===== src/rtl/ps2_rx_if.sv =====
// PS/2 receiver boundary: raw keyboard lines in, scan-code byte stream out.
// master = receiver side, slave = line driver / byte consumer side.
interface ps2_rx_if;
  logic       ps2_clk;
  logic       ps2_data;
  logic [7:0] out;
  logic       new_out;
  logic       err;

  modport master (input ps2_clk, ps2_data, output out, new_out, err);
  modport slave  (output ps2_clk, ps2_data, input out, new_out, err);
endinterface


===== src/rtl/ps2_rx.sv =====
// PS/2 device-to-host receiver: sync + deglitch raw lines, deserialize 11-bit frames.
// Valid bytes emit a one-cycle new_out strobe; bad or stalled frames emit a one-cycle err strobe.
module ps2_rx #(
  parameter int SYNC_STAGES = 2,
  parameter int FILTER_LEN  = 4,
  parameter int TIMEOUT     = 10000
) (
  input  logic     clk,
  input  logic     rst,
  ps2_rx_if.master bus
);
  localparam int CW = $clog2(TIMEOUT);
  localparam logic [CW-1:0] CNT_TOP = CW'(TIMEOUT - 1);

  typedef enum logic [1:0] {IDLE, DATA, PARITY, STOP} state_t;

  logic [SYNC_STAGES-1:0] clk_sync_q, clk_sync_d, dat_sync_q, dat_sync_d;
  logic [FILTER_LEN-2:0]  hist_q, hist_d;
  logic [FILTER_LEN-1:0]  window;
  logic                   fclk_q, fclk_d, fclk_prev_q, fclk_prev_d;
  state_t                 state_q, state_d;
  logic [2:0]             bit_cnt_q, bit_cnt_d;
  logic [7:0]             shift_q, shift_d;
  logic                   par_q, par_d;
  logic [CW-1:0]          cnt_q, cnt_d;
  logic [7:0]             out_q, out_d;
  logic                   new_out_q, new_out_d, err_q, err_d;
  logic                   clk_s, dat_s, fall;

  // Window includes the current synchronized sample, so fclk moves FILTER_LEN cycles after the line settles.
  always_comb begin
    clk_sync_d  = {clk_sync_q[SYNC_STAGES-2:0], bus.ps2_clk};
    dat_sync_d  = {dat_sync_q[SYNC_STAGES-2:0], bus.ps2_data};
    clk_s       = clk_sync_q[SYNC_STAGES-1];
    dat_s       = dat_sync_q[SYNC_STAGES-1];
    window      = {hist_q, clk_s};
    hist_d      = window[FILTER_LEN-2:0];
    fclk_d      = fclk_q;
    if (&window)
      fclk_d = 1'b1;
    else if (~|window)
      fclk_d = 1'b0;
    fclk_prev_d = fclk_q;
    fall        = fclk_prev_q & ~fclk_q;
  end

  always_comb begin
    state_d   = state_q;
    bit_cnt_d = bit_cnt_q;
    shift_d   = shift_q;
    par_d     = par_q;
    cnt_d     = cnt_q;
    out_d     = out_q;
    new_out_d = 1'b0;
    err_d     = 1'b0;

    // Stall watchdog: saturates at CNT_TOP and abandons the frame, so it never wraps.
    if (state_q == IDLE || fall) begin
      cnt_d = '0;
    end else if (cnt_q == CNT_TOP) begin
      cnt_d   = '0;
      state_d = IDLE;
      shift_d = '0;
      err_d   = 1'b1;
    end else begin
      cnt_d = cnt_q + 1'b1;
    end

    if (fall) begin
      case (state_q)
        IDLE: begin
          if (!dat_s) begin
            state_d   = DATA;
            bit_cnt_d = '0;
          end
        end
        DATA: begin
          shift_d   = {dat_s, shift_q[7:1]};
          bit_cnt_d = bit_cnt_q + 3'd1;
          if (bit_cnt_q == 3'd7)
            state_d = PARITY;
        end
        PARITY: begin
          par_d   = dat_s;
          state_d = STOP;
        end
        STOP: begin
          state_d = IDLE;
          if (dat_s && (^{shift_q, par_q})) begin
            out_d     = shift_q;
            new_out_d = 1'b1;
          end else begin
            err_d = 1'b1;
          end
        end
        default: state_d = IDLE;
      endcase
    end
  end

  always_ff @(posedge clk) begin
    if (rst) begin
      clk_sync_q  <= '1;
      dat_sync_q  <= '1;
      hist_q      <= '1;
      fclk_q      <= 1'b1;
      fclk_prev_q <= 1'b1;
      state_q     <= IDLE;
      bit_cnt_q   <= '0;
      shift_q     <= '0;
      par_q       <= 1'b0;
      cnt_q       <= '0;
      out_q       <= '0;
      new_out_q   <= 1'b0;
      err_q       <= 1'b0;
    end else begin
      clk_sync_q  <= clk_sync_d;
      dat_sync_q  <= dat_sync_d;
      hist_q      <= hist_d;
      fclk_q      <= fclk_d;
      fclk_prev_q <= fclk_prev_d;
      state_q     <= state_d;
      bit_cnt_q   <= bit_cnt_d;
      shift_q     <= shift_d;
      par_q       <= par_d;
      cnt_q       <= cnt_d;
      out_q       <= out_d;
      new_out_q   <= new_out_d;
      err_q       <= err_d;
    end
  end

  assign bus.out     = out_q;
  assign bus.new_out = new_out_q;
  assign bus.err     = err_q;
endmodule


===== src/flat_wrapper.sv =====
// flat-port wrapper written by rule: the top's interface ports become plain ports
module ps2_rx_flat 
#(
  parameter int SYNC_STAGES = 2,
  parameter int FILTER_LEN  = 4,
  parameter int TIMEOUT     = 10000
)
  (clk, rst, bus_ps2_clk, bus_ps2_data, bus_out, bus_new_out, bus_err);
  ps2_rx_if bus_i ();
  input  logic clk;
  input  logic rst;
  input wire logic [$bits(bus_i.ps2_clk)-1:0] bus_ps2_clk;
  input wire logic [$bits(bus_i.ps2_data)-1:0] bus_ps2_data;
  output wire logic [$bits(bus_i.out)-1:0] bus_out;
  output wire logic [$bits(bus_i.new_out)-1:0] bus_new_out;
  output wire logic [$bits(bus_i.err)-1:0] bus_err;
  assign bus_i.ps2_clk = bus_ps2_clk;
  assign bus_i.ps2_data = bus_ps2_data;
  assign bus_out = bus_i.out;
  assign bus_new_out = bus_i.new_out;
  assign bus_err = bus_i.err;
  ps2_rx #(.SYNC_STAGES(SYNC_STAGES), .FILTER_LEN(FILTER_LEN), .TIMEOUT(TIMEOUT)) u_core (.clk(clk), .rst(rst), .bus(bus_i));
endmodule

===== config.mk =====
export PLATFORM = sky130hd
export DESIGN_NAME = ps2_rx_flat
export DESIGN_NICKNAME = d
export VERILOG_FILES = /design/src/rtl/ps2_rx_if.sv /design/src/rtl/ps2_rx.sv /design/src/flat_wrapper.sv
export SDC_FILE = /design/constraint.sdc
export NUM_CORES = 1
export LEC_CHECK = 0
export ABC_CLOCK_PERIOD_IN_PS = 2130
export CORE_UTILIZATION = 56
export DETAILED_ROUTE_END_ITERATION = 7
export PLACE_DENSITY = 0.85
export SLEW_MARGIN = 20
export SYNTH_ARGS = -nofsm -noshare
export SYNTH_HDL_FRONTEND = slang
export SYNTH_SLANG_ARGS = --single-unit

===== constraint.sdc =====
create_clock -name clk -period 2.13 [get_ports clk]
set_input_delay 0.426 -clock clk [delete_from_list [all_inputs] [get_ports clk]]
set_output_delay 0.426 -clock clk [all_outputs]
set_load 0.02 [all_outputs]

[After elaboration in Yosys (flattened, before gate mapping)]
Cells that the tools add are included.
Operators by class
  bitwise gates (word level): 4
  multiplexer cells: 18
  add/sub/neg operators: 2
  reductions and logical operators: 13
  eq/ne operators: 6
Operators with widths (number)
  8-bit 2-to-1 mux: 4
  14-bit by 1-bit adder with 14-bit output (second input constant): 1
  14-bit equality test (second input constant): 1
  2-bit 2-to-1 mux: 5
  9-bit parity: 1
  2-bit one-hot mux with 4 select lines: 1
  1-bit 2-to-1 mux: 6
  3-bit one-hot mux with 2 select lines: 1
  3-bit AND reduction: 2
  3-bit OR reduction: 2
  2-bit equality test (second input constant): 2
  4-bit AND reduction: 1
  4-bit OR reduction: 1
  3-bit by 1-bit adder with 3-bit output (second input constant): 1
  3-bit equality test (second input constant): 1
  3-bit 2-to-1 mux: 1
  1-bit NOT: 3
  2-bit by 1-bit equality test with 1-bit output (second input constant): 1
  2-bit logical NOT: 1
  2-bit inequality test (second input constant): 1
  2-bit AND reduction: 1
  2-bit nonzero test: 1
  2-bit OR reduction: 1
  1-bit AND: 1
  other kinds (2): 2
Word-level totals
  logic and storage cells: 56
  register bits after elaboration: 47
  bits of input ports: 4

[Longest topological paths before layout]
  word-level depth: 7
  gate-level depth with buffers: 7
  mapped depth without buffers: 6

[Worst setup path before layout]
Ideal clock, no wire load.
  kind: reg-to-reg
  start: register u_core.par_q
  end: register u_core.out_q[0] (netlist: u_core.bus.out[0])
  setup slack: 0.350 ns
  stages on the path, launching flop included: 6
  path buffers: 0
  clock period less this slack: 1.780 ns
  data arrival time: 1.652 ns
  cell sequence: dfxtp_1 > xnor3_1 > or3_4 > mux2i_4 > mux2i_1 > nor2_1
On the way
  word-level cells in the longest chain between the ends: 3
RTL lines
  from (decl): RTL line ps2_rx.sv:24  | logic par_q, par_d;
  from (signal assigned): RTL line ps2_rx.sv:125  | par_q <= par_d;
  9-bit parity: RTL line ps2_rx.sv:89  | if (dat_s && (^{shift_q, par_q})) begin
  1-bit logical AND: RTL line ps2_rx.sv:89
  3-bit AND reduction (no line)
  to (signal assigned): RTL line ps2_rx.sv:127  | out_q <= out_d;
  to (decl): RTL line ps2_rx.sv:26  | logic [7:0] out_q, out_d;
Every way passes these cells.
A chain may end at the register's enable or synchronous reset.

[Worst setup path after layout]
  start: register u_core.shift_q[7]
  end: register u_core.out_q[2] (netlist: u_core.bus.out[2])
On the way
  word-level cells in the longest chain between the ends: 3
RTL lines
  from (decl): RTL line ps2_rx.sv:23  | logic [7:0] shift_q, shift_d;
  from (signal assigned): RTL line ps2_rx.sv:124  | shift_q <= shift_d;
  9-bit parity: RTL line ps2_rx.sv:89
  1-bit logical AND: RTL line ps2_rx.sv:89
  3-bit AND reduction (no line)
Every way passes these cells.

==> flow_metrics.env <==
export IMPL_ys_ff_latch=47
export IMPL_fin_area_um2=2091
export IMPL_combPwrFrac=0.015
export IMPL_leakage_nw=0.7329
export IMPL_ir_worst_vdd_mv=0.4359
export IMPL_hold_viol=0
export IMPL_clock_power_share=0.287
export IMPL_synth_avg_cell_area_um2=9.762
export IMPL_final_cells=250
export IMPL_critPathArrivalTime_ns=2.22
export IMPL_cap_violations=0
export IMPL_rows=20
export IMPL_diodes=0
export IMPL_end_kind="flip-flop"
export IMPL_status="complete, no violations"
export IMPL_max_slew_margin_rel=0.6960
export IMPL_worstSetupPathType="flip-flop to flip-flop"
export IMPL_die_area_um2=3582
export IMPL_clk_pin_slew_worst_paths_ns=0.11
export IMPL_place_area_um2=2043
export IMPL_area_delta_synth_final_pct=11.55
export IMPL_p_int_mw=1.010
export IMPL_slew_viol_final=0
export IMPL_die_y_um=59.85
export IMPL_final_util=0.6738
export IMPL_synth_distinct_cells=33
export IMPL_layout_commonest_cell="dfxtp_1"
export IMPL_grt_pass1_vias=1354
export IMPL_critPathMaxStageDelay_ns=0.42
export IMPL_power_density_nw_per_um2=607.0
export IMPL_synth_edff_count=0
export IMPL_setup_viol_count_final=0
export IMPL_cp_required_ns=2.37
export IMPL_io_buffers=13
export IMPL_io_pins=14
export IMPL_grt_max_degree=33
export IMPL_initialDrtViolationCount=125
export IMPL_post_route_period_util=0.9259
export IMPL_track_usage=0.2297
export IMPL_vias=1375
export IMPL_wire_per_inst_um=13.33
export IMPL_setup_tns_ns=0
export IMPL_drtAntennaViolNets=0
export IMPL_synth_main_ff_cell="dfxtp_1"
export IMPL_finClkSkew_ns=0.006318
export IMPL_routed_via_density=5.500
export IMPL_design_core_area_um2=3103
export IMPL_wl_um=3332
export IMPL_mostFrequentLayoutCells="dfxtp_1 (47), nor2_1 (43), clkdlybuf4s50_1 (13)"
export IMPL_cts_buffers=5
export IMPL_synthCells=192
export IMPL_start_kind="flip-flop"
export IMPL_syn_cell_area_um2=1874
export IMPL_clk_latency_ns=0.36
export IMPL_yosysWarnings=0
export IMPL_yosysSeqAreaShare=0.5020
export IMPL_grt_antenna_before_repair=0
export IMPL_postCtsSetupBuffers=0
export IMPL_critPathMaxFanout=9
export IMPL_cts_tree="built"
export IMPL_die_x_um=59.85
export IMPL_cts_sink_count=47
export IMPL_hold_path_class="flip-flop to flip-flop"
export IMPL_async_flop_share=0
export IMPL_switchingPower_mw=0.2591
export IMPL_pwr_share_seq=0.698
export IMPL_dp_hpwl_um=2378
export IMPL_syn_num_nets=199
export IMPL_grt_overflow=0
export IMPL_first_pass_iters=4
export IMPL_root_buffer="clkbuf_4"
export IMPL_fmax_mhz=507.0
export IMPL_fin_crit_ns=1.972
export IMPL_start_util=0.6040
export IMPL_cts_htree_levels=2
export IMPL_cp_cell_sequence="xnor3_1 -> or3_4 -> mux2i_4 -> mux2i_1 -> nor2_1"
export IMPL_hold_slack_ns=0.4276
export IMPL_nNetsFinal=214
export IMPL_cts_buffer_depth=2
export IMPL_grt_pass1_wl_um=5892
export IMPL_drc=0
export IMPL_netSwitchingFraction=0.2042
export IMPL_cp_slowest_cell="dfxtp_1"
export IMPL_worst_pin_slew_ns=0.4465
export IMPL_placed_cells=244
export IMPL_rsz0062_at_grt="no"
export IMPL_gp_congestion=0.8205
export IMPL_drive_gt1_frac=0.09223
final timing paths:
path                              from                    to  slack (ns)  cells past startpoint
setup / recovery     u_core.shift_q[7]     u_core.bus.out[2]        0.16                      5
setup reg to reg     u_core.shift_q[7]     u_core.bus.out[2]        0.16                      5
hold reg to reg   u_core.clk_sync_q[0]  u_core.clk_sync_q[1]        0.43                      1
hold / removal    u_core.clk_sync_q[0]  u_core.clk_sync_q[1]        0.43                      1
final cells by class:
class | count | area [um2]
Timing Repair Buffer | 14 | 137.6
Clock buffer | 6 | 41.29
Tap cell | 44 | 55.05
Fill cell | 269 | 1012
Multi-Input combinational cell | 137 | 908.4
Sequential cell | 47 | 940.9
Inverter | 2 | 7.507
logic make-up (layout without fill, tap and decap cells):
kind of cell | Yosys count | count (layout) | synth area share
compound gates | 23 | 23 | 0.08077
xor+xnor | 18 | 18 | 0.09880
mux | 11 | 11 | 0.06542
fa+ha+maj | 3 | 3 | 0.02003
buf+inv | 8 | 22 | 0.01669
simple gates | 82 | 82 | 0.2163
flops | 47 | 47 | 0.5020
critical path: cells and delay by family (launching register included):
family                    cells  cell delay, ns
xor gates and xnor gates      1            0.39
DFF                           1            0.42
muxes                         2            0.64
and+or+nand+nor               2            0.42
layer usage:
| layer | wire [um] | track usage | up-vias |
|---|---|---|---|
| met5 | 0 | 0 | - |
| met4 | 82 | 0.1030 | 0 |
| met3 | 152 | 0.08874 | 9 |
| met2 | 1655 | 0.3841 | 25 |
| met1 | 1441 | 0.2579 | 660 |
| li1 | - | - | 681 |
repair_timing:
action / in CTS / in global routing
endpoints found under the setup margin: 0 / 7
hold buffers: 0 / 0
resized for setup: 0 / 2
flip-flops by register name (all words and copies together) (netlist names):
signal              flops
u_core.clk_sync_q       2
u_core.par_q            1
u_core.bus.out          8
u_core.state_q          2
u_core.cnt_q           14
u_core.bus.new_out      1
u_core.shift_q          8
u_core.fclk_prev_d      1
u_core.hist_q           3
u_core.bus.err          1
u_core.bit_cnt_q        3
u_core.dat_sync_q       2
u_core.fclk_prev_q      1
power groups by stage:
stage	sequential, mW	combinational, mW	clock, mW
after floorplan	0.905	0.0108	0
after global placement	0.905	0.0197	0
after detailed placement	0.905	0.0198	0
after CTS	0.886	0.0198	0.380
after global routing	0.887	0.0219	0.428
final	0.886	0.0195	0.364
stage by stage:
stage / total power, mW / setup slack, ns
after floorplan: 0.9155 / 0.3502
after global placement: 0.9251 / 0.2445
after detailed placement: 0.9251 / 0.1589
after CTS: 1.285 / 0.1306
after global routing: 1.337 / 0.05007
final: 1.269 / 0.1577
synthesized netlist by cell type, types with 2 or more instances:
| master | instances | share of area |
|---|---|---|
| ha_1 | 3 | 0.020 |
| and2_1 | 2 | 0.0067 |
| xnor3_1 | 2 | 0.024 |
| o21ai_0 | 4 | 0.011 |
| or3_1 | 2 | 0.0067 |
| dfxtp_1 | 47 | 0.50 |
| or2_2 | 8 | 0.027 |
| xnor2_1 | 9 | 0.042 |
| and3_1 | 4 | 0.013 |
| nand2_1 | 7 | 0.014 |
| nand3_1 | 4 | 0.011 |
| clkbuf_1 | 5 | 0.010 |
| xor2_1 | 7 | 0.033 |
| a21oi_1 | 3 | 0.0080 |
| mux2i_1 | 10 | 0.053 |
| nor2b_1 | 2 | 0.0067 |
| o211ai_1 | 2 | 0.0080 |
| nand4_1 | 3 | 0.010 |
| a22oi_1 | 11 | 0.044 |
| nor2_1 | 43 | 0.086 |
| inv_1 | 2 | 0.0040 |
(Power assumes the default switching activity.)
